[config.mk]
export PLATFORM = sky130hd
export DESIGN_NAME = dii_packet_arbiter
export DESIGN_NICKNAME = d
export VERILOG_FILES = /design/src/rtl/dii_packet_arbiter.sv
export SDC_FILE = /design/constraint.sdc
export NUM_CORES = 1
export LEC_CHECK = 0
export BUFFER_PORTS_ARGS = -buffer_cell sky130_fd_sc_hd__buf_2
export CELL_PAD_IN_SITES_DETAIL_PLACEMENT = 0
export CELL_PAD_IN_SITES_GLOBAL_PLACEMENT = 1
export CORE_UTILIZATION = 38
export CTS_BUF_LIST = sky130_fd_sc_hd__clkbuf_2 sky130_fd_sc_hd__clkbuf_4 sky130_fd_sc_hd__clkbuf_8
export CTS_CLUSTER_SIZE = 30
export DETAILED_ROUTE_END_ITERATION = 6
export PLACE_DENSITY = 0.86
export SYNTH_ARGS = -nofsm -noshare
export SYNTH_HDL_FRONTEND = slang
export SYNTH_SLANG_ARGS = --single-unit
[constraint.sdc]
create_clock -name clk -period 3.6 [get_ports clk]
set_clock_uncertainty 0.15 [all_clocks]
set_input_delay 0.54 -clock clk [delete_from_list [all_inputs] [get_ports clk]]
set_output_delay 0.54 -clock clk [all_outputs]
set_load 0.005 [all_outputs]
[src/rtl/dii_packet_arbiter.sv]
// Per-packet round-robin arbiter merging N DII flit streams onto one registered output.
// A granted requester keeps the port until its last flit has been accepted.
module dii_packet_arbiter #(
   parameter int N     = 3,
   parameter int FLITW = 16
) (
   input  logic                        clk,
   input  logic                        rstn,
   input  logic [N-1:0]                in_valid,
   input  logic [N-1:0]                in_last,
   input  logic [N*FLITW-1:0]          in_data,
   output logic [N-1:0]                in_ready,
   output logic                        out_valid,
   output logic                        out_last,
   output logic [FLITW-1:0]            out_data,
   input  logic                        out_ready,
   output logic [$clog2(N)-1:0]        grant_idx,
   output logic                        locked,
   output logic [15:0]                 pkt_count
);

   // state  | meaning
   // IDLE   | no packet in progress, round-robin selection active
   // LOCKED | packet in progress, only grant_idx may deliver flits

   localparam int GW = $clog2(N);

   typedef enum logic {IDLE, LOCKED} state_t;

   state_t           state, state_nxt;
   logic [GW-1:0]    last_grant;
   logic [GW-1:0]    sel;
   logic [GW-1:0]    cand;
   logic [GW-1:0]    acc_idx;
   logic             any_valid;
   logic             slot_free;
   logic             accept;
   logic             acc_last;
   logic [FLITW-1:0] acc_data;
   logic [N-1:0]     ready_int;

   assign slot_free = !out_valid || out_ready;
   assign locked    = (state == LOCKED);

   // Scan from the farthest candidate back to the nearest so the nearest valid one wins.
   always_comb begin
      sel       = '0;
      cand      = '0;
      any_valid = 1'b0;
      for (int k = N; k >= 1; k--) begin
         cand = GW'((int'(last_grant) + k) % N);
         if (in_valid[cand]) begin
            sel       = cand;
            any_valid = 1'b1;
         end
      end
   end

   always_comb begin
      state_nxt = state;
      ready_int = '0;
      acc_idx   = (state == LOCKED) ? grant_idx : sel;
      if (slot_free) begin
         if (state == LOCKED)
            ready_int[grant_idx] = 1'b1;
         else if (any_valid)
            ready_int[sel] = 1'b1;
      end
      accept   = |(ready_int & in_valid);
      acc_last = in_last[acc_idx];
      acc_data = in_data[int'(acc_idx)*FLITW +: FLITW];
      if (accept) begin
         if (state == IDLE && !acc_last)
            state_nxt = LOCKED;
         else if (state == LOCKED && acc_last)
            state_nxt = IDLE;
      end
   end

   // Reset must silence the handshake at once, not just at the next edge.
   assign in_ready = ready_int & {N{rstn}};

   always_ff @(posedge clk or negedge rstn) begin
      if (!rstn)
         state <= IDLE;
      else
         state <= state_nxt;
   end

   always_ff @(posedge clk or negedge rstn) begin
      if (!rstn) begin
         out_valid  <= 1'b0;
         out_last   <= 1'b0;
         out_data   <= '0;
         grant_idx  <= '0;
         last_grant <= GW'(N-1);
         pkt_count  <= '0;
      end else begin
         if (accept) begin
            out_valid <= 1'b1;
            out_last  <= acc_last;
            out_data  <= acc_data;
         end else if (out_ready) begin
            out_valid <= 1'b0;
         end
         if (accept && state == IDLE)
            grant_idx <= sel;
         if (accept && acc_last) begin
            last_grant <= acc_idx;
            pkt_count  <= pkt_count + 16'd1;
         end
      end
   end

endmodule

# Yosys cells after proc, flatten, opt, wreduce, memory -nomap -nowiden
# Cells that the tools add are included.
# word_totals
out_inout_bits,40
elab_cells,65
ff_bits,39
input_bits,57
# classes
muxes,26
bitwise,3
n_div,3
shifts,1
add_sub_neg,4
n_lt_le_gt_ge,8
n_reduce_logical,13
# op_table
operator,n
$mod A32 B3 Y32 const B,3
$shiftx A48 B7 Y16,1
$lt A2 B3 Y1 const B,6
$add A16 B1 Y16 const B,1
$mux W1,13
$mux W3,3
$bmux W1 S2,4
$mux W2,4
$add A2 B2 Y3 const B,2
$and A3 B3 Y3,2
$logic_and A1 B1 Y1,6
$demux W1 S2,2
$ge A2 B1 Y1 const B,2
$reduce_bool A2 Y1,2
$add A2 B1 Y3 const B,1
$reduce_or A3 Y1,1
$logic_not A1 Y1,2
$reduce_and A2 Y1,1
$logic_or A1 B1 Y1,1
$not A1 Y1,1

# Longest topological paths before layout
# logic_depth
word_depth,17
mapped_depth,12
ltp_nobuf,10

# Least setup slack after synthesis
# OpenSTA, ideal clock, no wires.
# synth_path
kind,register to register
startpoint,reg last_grant[1]
endpoint,reg state (netlist: locked)
slack_ps,422
arrival_ps,2903
period_less_slack_ps,3178
path_buffers,2
required_time_ps,3325
setup_ps,125
stages_incl_launch_ff,13
path_cell_list,dfstp_2 inv_1 ha_1 nand2b_1 or2_1 o211a_4 or2_1 buf_6 a211oi_4 buf_6 ha_1 nor2_1 mux2_2
# synth_between
elab_chain_cells,17
word_cells_on_any_way,37
classes_between,add/sub (3); div (3); order compare (2); mux (21); bitwise (1); reduce/logical (7)
# synth_lines
item,line_no,source
from (decl),31,logic [GW-1:0] last_grant;
from (signal assigned),96,last_grant <= GW'(N-1);
from (signal assigned),109,last_grant <= acc_idx;
$add A2 B2 Y3,51,cand = GW'((int'(last_grant) + k) % N);
$mod A32 B3 Y32,51,
$bmux W1 S2,52,if (in_valid[cand]) begin
$mux W1 (not written as such),52,
$mux W2 (3 in a row),52,
$lt A2 B3 Y1 (not written as such) or $ge A2 B1 Y1 (tied branches),67,ready_int[sel] = 1'b1;
$logic_and A1 B1 Y1 (not written as such),67,
$mux W1 (not written as such),67,
$demux W1 S2,67,
$mux W3,66,else if (any_valid)
$mux W3,64,if (state == LOCKED)
$mux W3,63,if (slot_free) begin
$and A3 B3 Y3,69,accept = |(ready_int & in_valid);
$reduce_or A3 Y1,69,
$reduce_and A2 Y1 (no source line),n/a,
to (signal assigned),87,state <= state_nxt;
to (decl),30,"state_t state, state_nxt;"
# Several ways; a longest one is shown, not always the timed one. The select of a mux whose other input is x is not followed.
# A chain may end at the register's enable or synchronous reset.

# Worst setup path after layout
# layout_path
startpoint,reg last_grant[1]
endpoint,out in_ready[2]
# layout_between
elab_chain_cells,15
word_cells_on_any_way,27
classes_between,add/sub (3); div (3); order compare (2); mux (17); bitwise (1); reduce/logical (1)
# layout_lines
item,line_no,source
$add A2 B2 Y3,51,
$mod A32 B3 Y32,51,
$bmux W1 S2,52,
$mux W1 (not written as such),52,
$mux W2 (3 in a row),52,
$lt A2 B3 Y1 (not written as such) or $ge A2 B1 Y1 (tied branches),67,
$logic_and A1 B1 Y1 (not written as such),67,
$mux W1 (not written as such),67,
$demux W1 S2,67,
$mux W3 *,66,
$mux W3 *,64,
$mux W3 *,63,
$and A3 B3 Y3 *,81,assign in_ready = ready_int & {N{rstn}};
to (decl),12,"output logic [N-1:0] in_ready,"
# Mark *: on every way between the ends. The rest lies on a longest branch, timed or not. The select of a mux whose other input is x is not followed.

==> results.toml <==
[worst_setup_path]
required_ns = 2.91
cp.arrival_ns = 2.52
cp-end-kind = "output pin"
reg2reg_to = "pkt_count[1]$_DFFE_PN0P_"
r2r-start = "last_grant[1]$_DFFE_PN1P_"
start_kind = "flip-flop"
path_max_fanout = 33
regToRegSetupSlack_ns = 0.40
crit_type = "reg2out"
rr_worst_depth = 9

[sta]
slew_headroom = 0.7008
worstMarginPinSlew_ns = 0.4441
setup_slack_ns = 0.3931
max_freq_ghz = 0.3118
fin_tns_setup_ns = 0
hold_viol_final = 0
drv_slew = 0
rsz0062_at_grt = "false"
fin_crit_ns = 3.207
timing.hold.ws_ns = 0.3101
setup_viol = 0
fin_crit_sh = 0.8908

[floorplan]
chipHeight_um = 82.19
pin_count = 97
dieArea_um2 = 6755
row_count = 28
initial_core_util = 0.4032
fp.coreArea_um2 = 6061
die_w_um = 82.19

[clock_tree]
clkTransAtPathRegs_ns = 0.07
clockBufferDepth = 2
ctsResizeCount = 0
cts_tree = "yes"
clock_latency_ns = 0.29
root_buffer = "clkbuf_8"
htree_levels = 2
clock-sinks = 39
cts_buffers = 5

[final_layout]
area_growth_pct = 27.19
final_layout_size_suffix_gt1_frac = 0.4509
stdcell_area_um2 = 3108
antenna_cells = 0
regArea_um2 = 977.2
layout.nets = 388
final_core_utilization = 0.5128
multi_input_area_um2 = 1380
num-fill-cells = 567

[worst_hold_path]
hp-start = "pkt_count[15]$_DFFE_PN0P_"
hold_path_end = "pkt_count[15]$_DFFE_PN0P_"
hp-class = "reg2reg"
hold_path_depth = 1

[synth]
synth_edf_count = 0
synthTopCellsByCount = "dfrtp_1 (38), nand3_1 (20), o21ai_0 (18), mux2_2 (17), mux2i_1 (17)"
synth.largest_area_cell = "dfrtp_1"
postSynth.asyncResetShare = 1.000
yosysWarnings = 0
syn_area_per_cell_um2 = 10.86
synth_seq_cells = 39
synth_area_leaders = "dfrtp_1 (39%), mux2_2 (7.8%), mux2i_1 (7.0%)"
synth_most_common_cell = "dfrtp_1"
synth_area_um2 = 2444
yosysSeqAreaShare = 0.3999
synth_fp_nets = 288
synth_cell_types = 48
netlist_instances = 225
synthFlopType = "dfrtp_1"
yosysTopAreaCellShare = 0.3891

[place]
dp_hpwl_um = 4404
gp_congestion = 0.7769
pre_cts_slack_ns = 0.1401
numPortBuffers = 96
placed_cell_area_um2 = 2995

[pwr]
p_clk_frac = 0.100
p_leak_nw = 1.560
seq_power_share = 0.251
p_int_mw = 1.734
power.density_nw_per_um2 = 993.9
ir_worst_vdd_v = 0.0005477
netSwitchingPower_mw = 1.355
pwr-share-comb = 0.649
netSwitchingFraction = 0.4386

[routing]
drt-initial-drc-count = 106
wl_per_cell_um = 14.52
wirelength_um = 5822
viasPerCell = 5.224
drc = 0
detail-route-antenna-nets = 0
via_count = 2095
first_pass_iters = 4

[status]
status = "finished, final reports clean"

[run]
cap_violations = 0

[global_route]
grt_max_degree = 37
overflow = 0
grt_pass1_wl_um = 8901
antenna_found_initial = 0
grt_usage = 0.1746
grt_pass1_vias = 1961
[area by class of cell]
type                    count  area share
repair buffers            104      0.1747
inverters                   5    0.006039
clock buffers               7     0.02899
clock inverters             1    0.001610
flip-flops and latches     39      0.3144
well taps                  75     0.03019
multi-input cells         170      0.4440
[cells by family after synthesis]
logic type / Yosys count / share of synthesized area
AND/OR/NAND/NOR: 72 / 0.1854
multiplexers: 39 / 0.1751
flip-flops: 39 / 0.3999
AO/OA/AOI/OAI: 38 / 0.1198
buffers and inverters: 16 / 0.03533
XOR/XNOR: 15 / 0.05377
adder cells (fa/ha/maj): 6 / 0.03072
[what timing repair did]
item | in CTS | in global routing
hold buffers | 1 | 0
endpoints found under the hold margin | 4 | 0
setup endpoints to repair | 0 | 1
buffers inserted | 0 | 1
[metal layers]
| layer | vias to the layer above | wire [µm] | share of wire | global-route usage |
|---|---|---|---|---|
| met3 | 4 | 214 | 0.037 | 0.04066 |
| met4 | 0 | 36 | 0.0062 | 0.05088 |
| li1 | 1024 | - | - | - |
| met1 | 1011 | 2485 | 0.43 | 0.2145 |
| met5 | - | 0 | 0 | 0 |
| met2 | 56 | 3086 | 0.53 | 0.3033 |
[power groups by stage]
stage,Sequential (mW),Clock (mW),Combinational [mW]
global placement,0.777,0,1.95
floorplan,0.779,0,1.54
detailed placement,0.782,0,1.99
global route,0.797,0.334,2.20
CTS,0.774,0.319,2.00
finish,0.774,0.309,2.01
[per-stage QoR]
step           power (mW)  instances
2_1_floorplan       2.322        225
3_5_place_dp        2.776        391
3_3_place_gp        2.724        391
5_1_grt             3.330        401
6_report            3.089        401
4_1_cts             3.091        400
[layout by cell type (no fill, tap or decap), types with 2 or more instances in the layout]
master,count
xor2_1,15
mux2_2,17
inv_1,4
nor3_1,2
nor2_1,4
a21oi_1,3
mux2i_1,17
buf_4,7
or2_1,2
nor4_2,4
nand2b_1,4
mux2_1,2
a211oi_1,2
and3_1,4
o21ai_0,18
clkbuf_8,6
nand3_1,20
nor4b_1,4
nor2b_1,4
dfrtp_1,38
a211oi_4,2
ha_1,6
and4_1,2
nand2_1,11
buf_2,96
nor4_1,4
mux2_4,2
a32oi_1,3
[how the worst max path moves through the flow]
stage	startpoint	slack, ns	endpoint	depth (start not counted)
after global routing	last_grant[1]$_DFFE_PN1P_	0.13	in_ready[0]	8
after CTS	last_grant[1]$_DFFE_PN1P_	0.13	locked$_DFFE_PN0P_	10
after global placement	last_grant[1]$_DFFE_PN1P_	0.18	locked$_DFFE_PN0P_	10
final	last_grant[1]$_DFFE_PN1P_	0.39	in_ready[2]	7
after detailed placement	last_grant[1]$_DFFE_PN1P_	0.14	locked$_DFFE_PN0P_	10
after floorplan	last_grant[1]$_DFFE_PN1P_	0.42	locked$_DFFE_PN0P_	12
[registers in the layout (all words and copies together), names as in the netlist]
| name | count |
|---|---|
| grant_idx | 2 |
| out_data | 16 |
| locked | 1 |
| out_last | 1 |
| out_valid | 1 |
| pkt_count | 16 |
| last_grant | 2 |
[worst max-delay path, cell delays in order (launching register included)]
cell,delay (ns)
dfstp_2,0.56
ha_1,0.30
a21oi_1,0.18
a22oi_2,0.11
o31ai_4,0.35
buf_4,0.35
and4_1,0.23
buf_2,0.12
No activity file was read; power rests on OpenSTA's default activity.
